$ cat config.mk
export PLATFORM = sky130hd
export DESIGN_NAME = lsu_mem_master
export DESIGN_NICKNAME = d
export VERILOG_FILES = /design/src/rtl/lsu_mem_master.sv
export SDC_FILE = /design/constraint.sdc
export NUM_CORES = 1
export LEC_CHECK = 0
export ABC_AREA = 1
export CAP_MARGIN = 20
export CORE_MARGIN = 2
export CORE_UTILIZATION = 33
export DETAILED_ROUTE_END_ITERATION = 8
export GPL_ROUTABILITY_DRIVEN = 1
export GPL_TIMING_DRIVEN = 1
export HOLD_SLACK_MARGIN = 0.12
export PLACE_DENSITY = 0.59
export SETUP_SLACK_MARGIN = 0.15
export SLEW_MARGIN = 25
export SYNTH_ARGS = -nofsm -noshare
export SYNTH_HDL_FRONTEND = slang
export SYNTH_SLANG_ARGS = --single-unit
$ cat constraint.sdc
create_clock -name clk_i -period 11.8 [get_ports clk_i]
set_input_delay 2.36 -clock clk_i [delete_from_list [all_inputs] [get_ports clk_i]]
set_output_delay 2.36 -clock clk_i [all_outputs]
set_load 0.02 [all_outputs]
$ cat src/rtl/lsu_mem_master.sv
// Load/store unit memory master.
// Turns one core load/store request into single-word memory accesses:
//   - loads do one read;
//   - sub-word stores do a read, merge the new bytes, then write;
//   - word stores do one write.
// Misaligned requests and reads that wait too long on mem_busy_i get an error response.
//
// Handshake: a request is accepted on a rising clk_i edge where req_valid_i=1
// and req_ready_o=1 (IDLE only). resp_valid_o is a one-cycle strobe with no
// back-pressure.
module lsu_mem_master #(
    parameter int unsigned TIMEOUT = 16
) (
    input  logic        clk_i,
    input  logic        rst_i,
    input  logic        req_valid_i,
    output logic        req_ready_o,
    input  logic        req_we_i,
    input  logic [1:0]  req_size_i,
    input  logic        req_unsigned_i,
    input  logic [31:0] req_addr_i,
    input  logic [31:0] req_wdata_i,
    output logic        resp_valid_o,
    output logic [31:0] resp_rdata_o,
    output logic        resp_err_o,
    output logic        mem_wen_o,
    output logic [31:0] mem_addr_o,
    output logic [31:0] mem_data_o,
    input  logic [31:0] mem_data_i,
    input  logic        mem_busy_i,
    output logic [1:0]  dbg_state_o
);

    localparam logic [1:0] S_IDLE  = 2'd0;
    localparam logic [1:0] S_READ  = 2'd1;
    localparam logic [1:0] S_WRITE = 2'd2;
    localparam logic [1:0] S_RESP  = 2'd3;

    localparam logic [8:0] TIMEOUT_W = 9'(TIMEOUT);

    logic [1:0]  state_q, state_d;
    logic        we_q, we_d;
    logic [1:0]  size_q, size_d;
    logic        unsigned_q, unsigned_d;
    logic [31:0] addr_q, addr_d;
    logic [31:0] data_q, data_d;    // store data, then the merged word
    logic [31:0] rdata_q, rdata_d;
    logic        err_q, err_d;
    logic [7:0]  wait_q, wait_d;

    logic        misaligned;
    logic [8:0]  wait_inc;
    logic [7:0]  lane_b;
    logic [15:0] lane_h;
    logic [31:0] load_val;
    logic [31:0] merged;

    // Alignment check on the incoming request fields.
    always_comb begin
        misaligned = 1'b0;
        case (req_size_i)
            2'd0:    misaligned = 1'b0;
            2'd1:    misaligned = req_addr_i[0];
            2'd2:    misaligned = (req_addr_i[1:0] != 2'b00);
            default: misaligned = 1'b1;
        endcase
    end

    // Little-endian lane extraction and extension, plus the sub-word store merge.
    always_comb begin
        lane_b   = mem_data_i[{addr_q[1:0], 3'b000} +: 8];
        lane_h   = mem_data_i[{addr_q[1], 4'b0000} +: 16];
        load_val = mem_data_i;
        merged   = mem_data_i;
        case (size_q)
            2'd0: begin
                load_val = {{24{~unsigned_q & lane_b[7]}}, lane_b};
                merged[{addr_q[1:0], 3'b000} +: 8] = data_q[7:0];
            end
            2'd1: begin
                load_val = {{16{~unsigned_q & lane_h[15]}}, lane_h};
                merged[{addr_q[1], 4'b0000} +: 16] = data_q[15:0];
            end
            default: begin
                load_val = mem_data_i;
                merged   = mem_data_i;
            end
        endcase
    end

    // Next-state and registered-request logic.
    always_comb begin
        state_d    = state_q;
        we_d       = we_q;
        size_d     = size_q;
        unsigned_d = unsigned_q;
        addr_d     = addr_q;
        data_d     = data_q;
        rdata_d    = rdata_q;
        err_d      = err_q;
        wait_d     = wait_q;
        wait_inc   = {1'b0, wait_q} + 9'd1;
        case (state_q)
            S_IDLE: begin
                if (req_valid_i) begin
                    we_d       = req_we_i;
                    size_d     = req_size_i;
                    unsigned_d = req_unsigned_i;
                    addr_d     = req_addr_i;
                    data_d     = req_wdata_i;
                    rdata_d    = 32'd0;
                    err_d      = misaligned;
                    wait_d     = 8'd0;
                    if (misaligned)
                        state_d = S_RESP;
                    else if (req_we_i && (req_size_i == 2'd2))
                        state_d = S_WRITE;
                    else
                        state_d = S_READ;
                end
            end
            S_READ: begin
                if (!mem_busy_i) begin
                    if (!we_q) begin
                        rdata_d = load_val;
                        state_d = S_RESP;
                    end else begin
                        data_d  = merged;
                        state_d = S_WRITE;
                    end
                end else begin
                    wait_d = wait_inc[7:0];
                    if (wait_inc == TIMEOUT_W) begin
                        err_d   = 1'b1;
                        state_d = S_RESP;
                    end
                end
            end
            S_WRITE: state_d = S_RESP;
            default: state_d = S_IDLE;
        endcase
    end

    // State and request registers; reset clears everything at once.
    always_ff @(posedge clk_i or posedge rst_i) begin
        if (rst_i) begin
            state_q    <= S_IDLE;
            we_q       <= 1'b0;
            size_q     <= 2'd0;
            unsigned_q <= 1'b0;
            addr_q     <= 32'd0;
            data_q     <= 32'd0;
            rdata_q    <= 32'd0;
            err_q      <= 1'b0;
            wait_q     <= 8'd0;
        end else begin
            state_q    <= state_d;
            we_q       <= we_d;
            size_q     <= size_d;
            unsigned_q <= unsigned_d;
            addr_q     <= addr_d;
            data_q     <= data_d;
            rdata_q    <= rdata_d;
            err_q      <= err_d;
            wait_q     <= wait_d;
        end
    end

    // Outputs decode from state.
    // Every output is gated with rst_i, so a write in progress is dropped
    // before the next edge.
    always_comb begin
        req_ready_o  = ~rst_i & (state_q == S_IDLE);
        mem_wen_o    = ~rst_i & (state_q == S_WRITE);
        mem_addr_o   = (~rst_i & ((state_q == S_READ) | (state_q == S_WRITE)))
                       ? {addr_q[31:2], 2'b00} : 32'd0;
        mem_data_o   = (~rst_i & (state_q == S_WRITE)) ? data_q : 32'd0;
        resp_valid_o = ~rst_i & (state_q == S_RESP);
        resp_err_o   = resp_valid_o & err_q;
        resp_rdata_o = resp_valid_o ? rdata_q : 32'd0;
        dbg_state_o  = state_q;
    end

endmodule

==> results.json, run 1 <==
{
  "clock_path_buffers": 2,
  "ant_nets": 0,
  "initial_core_util": 0.338,
  "clock-sinks": 111,
  "netlist_area_mm2": 0.00716,
  "startpoint_type": "input port",
  "final_util": 0.456,
  "finalMaxSlewViolations": 0,
  "multi_input_area_mm2": 0.00351,
  "r2r-start": "addr_q[1]",
  "min_to": "err_q",
  "postCtsSetupBuffers": 0,
  "final_cell_mix": "clkdlybuf4s50_1 (203), nand2_1 (173), o21ai_0 (170)",
  "port_buffers": 203,
  "synth_edf_count": 0,
  "worst-path-max-fanout": 39,
  "postRouteWirelength_um": 24200,
  "track_usage": 0.213,
  "clk_latency_ps": 360,
  "n_antenna_cell": 0,
  "rr_worst_depth": 9,
  "die_w_um": 151,
  "cp.arrival_ps": 4650,
  "drt_first_iter_violations": 550,
  "relSlewSlack": 0.414,
  "synthFlopType": "dfrtp_1",
  "post-place-ws_ps": 4710,
  "irDropWorstVdd_mv": 0.127,
  "p_per_area_mw_per_mm2": 242,
  "synthArstFlopShare": 1.00,
  "setup_ws_ps": 4790,
  "hold-path-cell-count": 2,
  "rsz0062_at_grt": "no",
  "coreArea_mm2": 0.0212,
  "root_buffer": "clkbuf_16",
  "dp_hpwl_um": 18000,
  "holdWs_ps": 486,
  "viasPerCell": 4.94,
  "skew_ps": 8.97,
  "cts_resized": 0,
  "cts_hold_buf": 0,
  "antenna_found_initial": 0,
  "fp.dieArea_mm2": 0.0229,
  "area_growth_pct": 34.7,
  "cts_made_buffers": 9,
  "finish.net_count": 1333,
  "tritoncts": "yes",
  "worstMarginPinSlew_ps": 878,
  "fill_cells": 2166,
  "worst_ep_required_time_ps": 9440,
  "via_count": 7395,
  "min_period_ps": 7010,
  "drt-wirelength-per-cell_um": 16.1,
  "finalPower_mw": 2.34,
  "outcome": "finished clean",
  "r2r_slack_ps": 8820,
  "yosysSeqAreaShare": 0.388,
  "die_h_um": 151,
  "gp_congestion": 0.943,
  "cap_violations": 0,
  "htree_levels": 3,
  "ios": 206,
  "hp-start": "err_q",
  "finalHoldViolCount": 0,
  "leakage_nw": 4.29,
  "max_freq_ghz": 0.143,
  "synthCells": 1051,
  "avgSynthCellArea_um2": 6.81,
  "fp-row-count": 53,
  "drive_above_1_share": 0.0523,
  "drc": 0,
  "yosysWarningCount": 0,
  "synth-seq-cells": 111,
  "path_class": "input port to output port",
  "clk_transition_reported_paths_ps": 80,
  "r2r_end": "data_q[1]",
  "critPathCaptureType": "output port",
  "hold_class": "flip-flop to flip-flop",
  "synth.distinct_cells": 41,
  "grt_start_max_net_pins": 77,
  "fin_crit_sh": 0.594,
  "grt_pass1_vias": 7019,
  "overflow": 0,
  "final-setup-viol-count": 0,
  "final_common_cell": "clkdlybuf4s50_1",
  "drt-pass1-iter-count": 5,
  "seqCellArea_mm2": 0.00278,
  "setup_tns_ps": 0,
  "grt_pass1_wl_um": 37900
}
[area by class of cell]
| type | count | area share |
|---|---|---|
| clock inverters | 7 | 0.00831 |
| inverters | 166 | 0.0649 |
| well taps | 275 | 0.0357 |
| flip-flops and latches | 111 | 0.288 |
| clock buffers | 9 | 0.0234 |
| repair buffers | 209 | 0.216 |
| multi-input cells | 721 | 0.364 |
[metrics by stage]
stage,cells,area [um2]
5_1_grt,1498,9640
2_1_floorplan,1052,7160
3_5_place_dp,1482,9330
6_report,1498,9640
3_3_place_gp,1482,9320
4_1_cts,1498,9640
[cell usage after synthesis, types with 2 or more instances]
library cell  number  share of area
nor2_1           156          0.082
clkbuf_1          30          0.016
o21ai_0          170           0.12
nand3_1           31          0.022
o211ai_1          11          0.012
dfrtp_1          111           0.39
o21ai_2           11          0.013
buf_4              4         0.0042
o22ai_1           11         0.0096
buf_1              3         0.0016
or2_2              2         0.0017
clkbuf_2           2         0.0014
o21a_1             2         0.0021
nand2_2           12          0.010
inv_2              5         0.0026
o2111ai_1          8         0.0098
a21oi_1           95          0.066
o21ai_1            7         0.0049
nand3_4            2         0.0049
buf_2             13         0.0091
nand2_1          176          0.092
inv_1            160          0.084
ha_1              11          0.019
[flip-flops by register name, indices dropped and copies added, names as in the netlist]
register / cells
addr_q: 32
data_q: 32
rdata_q: 32
wait_q: 8
dbg_state_o: 2
size_q: 2
err_q: 1
unsigned_q: 1
we_q: 1
[power breakdown]
part | switching [mW] | internal [mW] | total (mW) | leakage (nW)
Sequential | 0.0955 | 0.550 | 0.645 | 1.39
Clock | 0.153 | 0.168 | 0.321 | 0.148
Combinational | 0.908 | 0.463 | 1.37 | 2.75
Total | 1.16 | 1.18 | 2.34 | 4.29
[critical path: stages]
cell             delay [ps]
clkdlybuf4s50_1         460
inv_4                   400
nand2_2                 510
nor2_1                  260
clkdlybuf4s50_1         630
[cells by family after synthesis]
logic type	Yosys count	share of synthesized area
xor gates and xnor gates	2	0.00245
adders and majority gates	11	0.0192
DFF	111	0.388
buffers and inverters	220	0.123
and+or+nand+nor	384	0.219
other	1	0.000524
muxes	1	0.00315
AOI/OAI and AO/OA	321	0.244
[metal layers]
| metal | routed length (um) | share of wire | global-route usage | vias up |
|---|---|---|---|---|
| met3 | 1850 | 0.076 | 0.0521 | 33 |
| met4 | 480 | 0.020 | 0.0523 | 0 |
| li1 | - | - | - | 3694 |
| met5 | 0 | 0 | 0 | - |
| met1 | 10400 | 0.43 | 0.281 | 3386 |
| met2 | 11500 | 0.47 | 0.350 | 282 |
[worst max-delay path by stage]
stage,startpoint,end,depth (start not counted)
2_1_floorplan,rst_i,resp_rdata_o[22],4
3_3_place_gp,rst_i,mem_data_o[31],5
3_5_place_dp,rst_i,mem_data_o[31],5
4_1_cts,rst_i,resp_err_o,5
5_1_grt,rst_i,resp_rdata_o[8],5
6_report,rst_i,mem_data_o[2],5
Power figures use the tool's default switching activity.
==> run 2: changes to the inputs <==
- PLACE_DENSITY: 0.59 -> 0.61
- clock period: 11.8 -> 5.7 ns (I/O delays scaled with it)
==> results.json, run 2 (synthesized netlist as in run 1, its figures left out) <==
{
  "outcome": "finished clean",
  "viasPerCell": 4.89,
  "fp.dieArea_mm2": 0.0229,
  "root_buffer": "clkbuf_16",
  "grt_start_max_net_pins": 65,
  "cp.arrival_ps": 2960,
  "coreArea_mm2": 0.0212,
  "antenna_found_initial": 1,
  "irDropWorstVdd_mv": 0.215,
  "die_w_um": 151,
  "tritoncts": "yes",
  "drive_above_1_share": 0.0530,
  "initial_core_util": 0.338,
  "via_count": 7345,
  "finalPower_mw": 4.79,
  "area_growth_pct": 34.7,
  "skew_ps": 7.50,
  "holdWs_ps": 491,
  "drc": 0,
  "cts_hold_buf": 0,
  "clk_latency_ps": 360,
  "postCtsSetupBuffers": 0,
  "clk_transition_reported_paths_ps": 70,
  "drt-wirelength-per-cell_um": 16.1,
  "clock_path_buffers": 2,
  "r2r_slack_ps": 2700,
  "min_to": "data_q[11]",
  "hold-path-cell-count": 2,
  "setup_tns_ps": 0,
  "setup_ws_ps": 1600,
  "worst_ep_required_time_ps": 4560,
  "fill_cells": 2185,
  "post-route-cell-area_mm2": 0.00964,
  "finalHoldViolCount": 0,
  "ant_nets": 0,
  "critPathCaptureType": "output port",
  "final_cell_mix": "clkdlybuf4s50_1 (203), nand2_1 (176), o21ai_0 (170)",
  "p_per_area_mw_per_mm2": 497,
  "path_class": "input port to output port",
  "worstMarginPinSlew_ps": 866,
  "drt-pass1-iter-count": 6,
  "overflow": 0,
  "finish.net_count": 1338,
  "hold_class": "flip-flop to flip-flop",
  "worst-path-max-fanout": 34,
  "final_common_cell": "clkdlybuf4s50_1",
  "postRouteWirelength_um": 24100,
  "fp-row-count": 53,
  "top_regs": "addr_q: 32 flops, data_q: 32 flops, rdata_q: 32 flops",
  "die_h_um": 151,
  "cts_resized": 0,
  "gp_congestion": 0.943,
  "r2r-start": "addr_q[1]",
  "hp-start": "data_q[11]",
  "grt_pass1_wl_um": 37400,
  "leakage_nw": 4.28,
  "final-setup-viol-count": 0,
  "grt_pass1_vias": 7192,
  "finalMaxSlewViolations": 0,
  "ios": 206,
  "max_freq_ghz": 0.244,
  "rr_worst_depth": 9,
  "cap_violations": 0,
  "fin_crit_sh": 0.719,
  "track_usage": 0.212,
  "rsz0062_at_grt": "no",
  "cts_made_buffers": 9,
  "dp_hpwl_um": 18100,
  "drt_first_iter_violations": 503,
  "startpoint_type": "input port",
  "port_buffers": 203,
  "r2r_end": "data_q[7]",
  "htree_levels": 3,
  "relSlewSlack": 0.422,
  "clock-sinks": 111,
  "min_period_ps": 4100,
  "post_dp_cell_area_mm2": 0.00936,
  "post-place-ws_ps": 1580
}
[run 2: cell count changes in the layout (fill, tap and decap cells not counted), sizes merged]
cell / previous run / this run
buf: 6 / 11
clkinvlp: 1 / 3
inv: 167 / 165
bufinv: 1 / 0
clkbuf: 9 / 10
clkinv: 4 / 3
diode: 0 / 1
[run 2: metal layers]
layer	GRT usage	wire, um	vias to the layer above
met1	0.271	10400	3352
li1	-	-	3707
met3	0.0539	1810	39
met5	0	0	-
met4	0.0710	605	0
met2	0.348	11300	247
[run 2: worst max-delay path by stage]
stage | cells after the start | from | slack (ps) | endpoint
floorplan | 4 | rst_i | 870 | resp_valid_o
global placement | 6 | rst_i | 1570 | resp_rdata_o[10]
detailed placement | 6 | rst_i | 1580 | resp_rdata_o[10]
CTS | 6 | rst_i | 1580 | resp_err_o
global route | 6 | rst_i | 1490 | resp_rdata_o[10]
finish | 6 | rst_i | 1600 | resp_rdata_o[9]
[run 2: layout make-up]
type / count / area [um2] / area share
antenna: 1 / 2.50 / 0.000260
clock buffer: 10 / 239 / 0.0248
inverter: 166 / 627 / 0.0650
tap: 275 / 344 / 0.0357
timing repair buffer: 214 / 2110 / 0.219
clock inverter: 5 / 33.8 / 0.00351
multi-input combinational: 721 / 3500 / 0.363
sequential: 111 / 2780 / 0.288
[run 2: per-stage QoR]
step / cells / util
2_1_floorplan: 1052 / -
3_3_place_gp: 1487 / 0.443
3_5_place_dp: 1487 / 0.443
4_1_cts: 1502 / 0.455
5_1_grt: 1502 / 0.455
6_report: 1503 / 0.456
[run 2: worst max-delay path, stage by stage]
cell and delay [ps]:
clkdlybuf4s50_1 520, clkinvlp_4 190, nand2_1 100, buf_4 320, nor2_1 100, clkdlybuf4s50_1 550
[run 2: power by group]
part / total (mW) / switching, mW / leakage [nW] / internal (mW)
sequential: 1.34 / 0.197 / 1.39 / 1.14
combinational: 2.84 / 1.88 / 2.76 / 0.964
clock: 0.610 / 0.303 / 0.131 / 0.307
total: 4.79 / 2.38 / 4.28 / 2.41
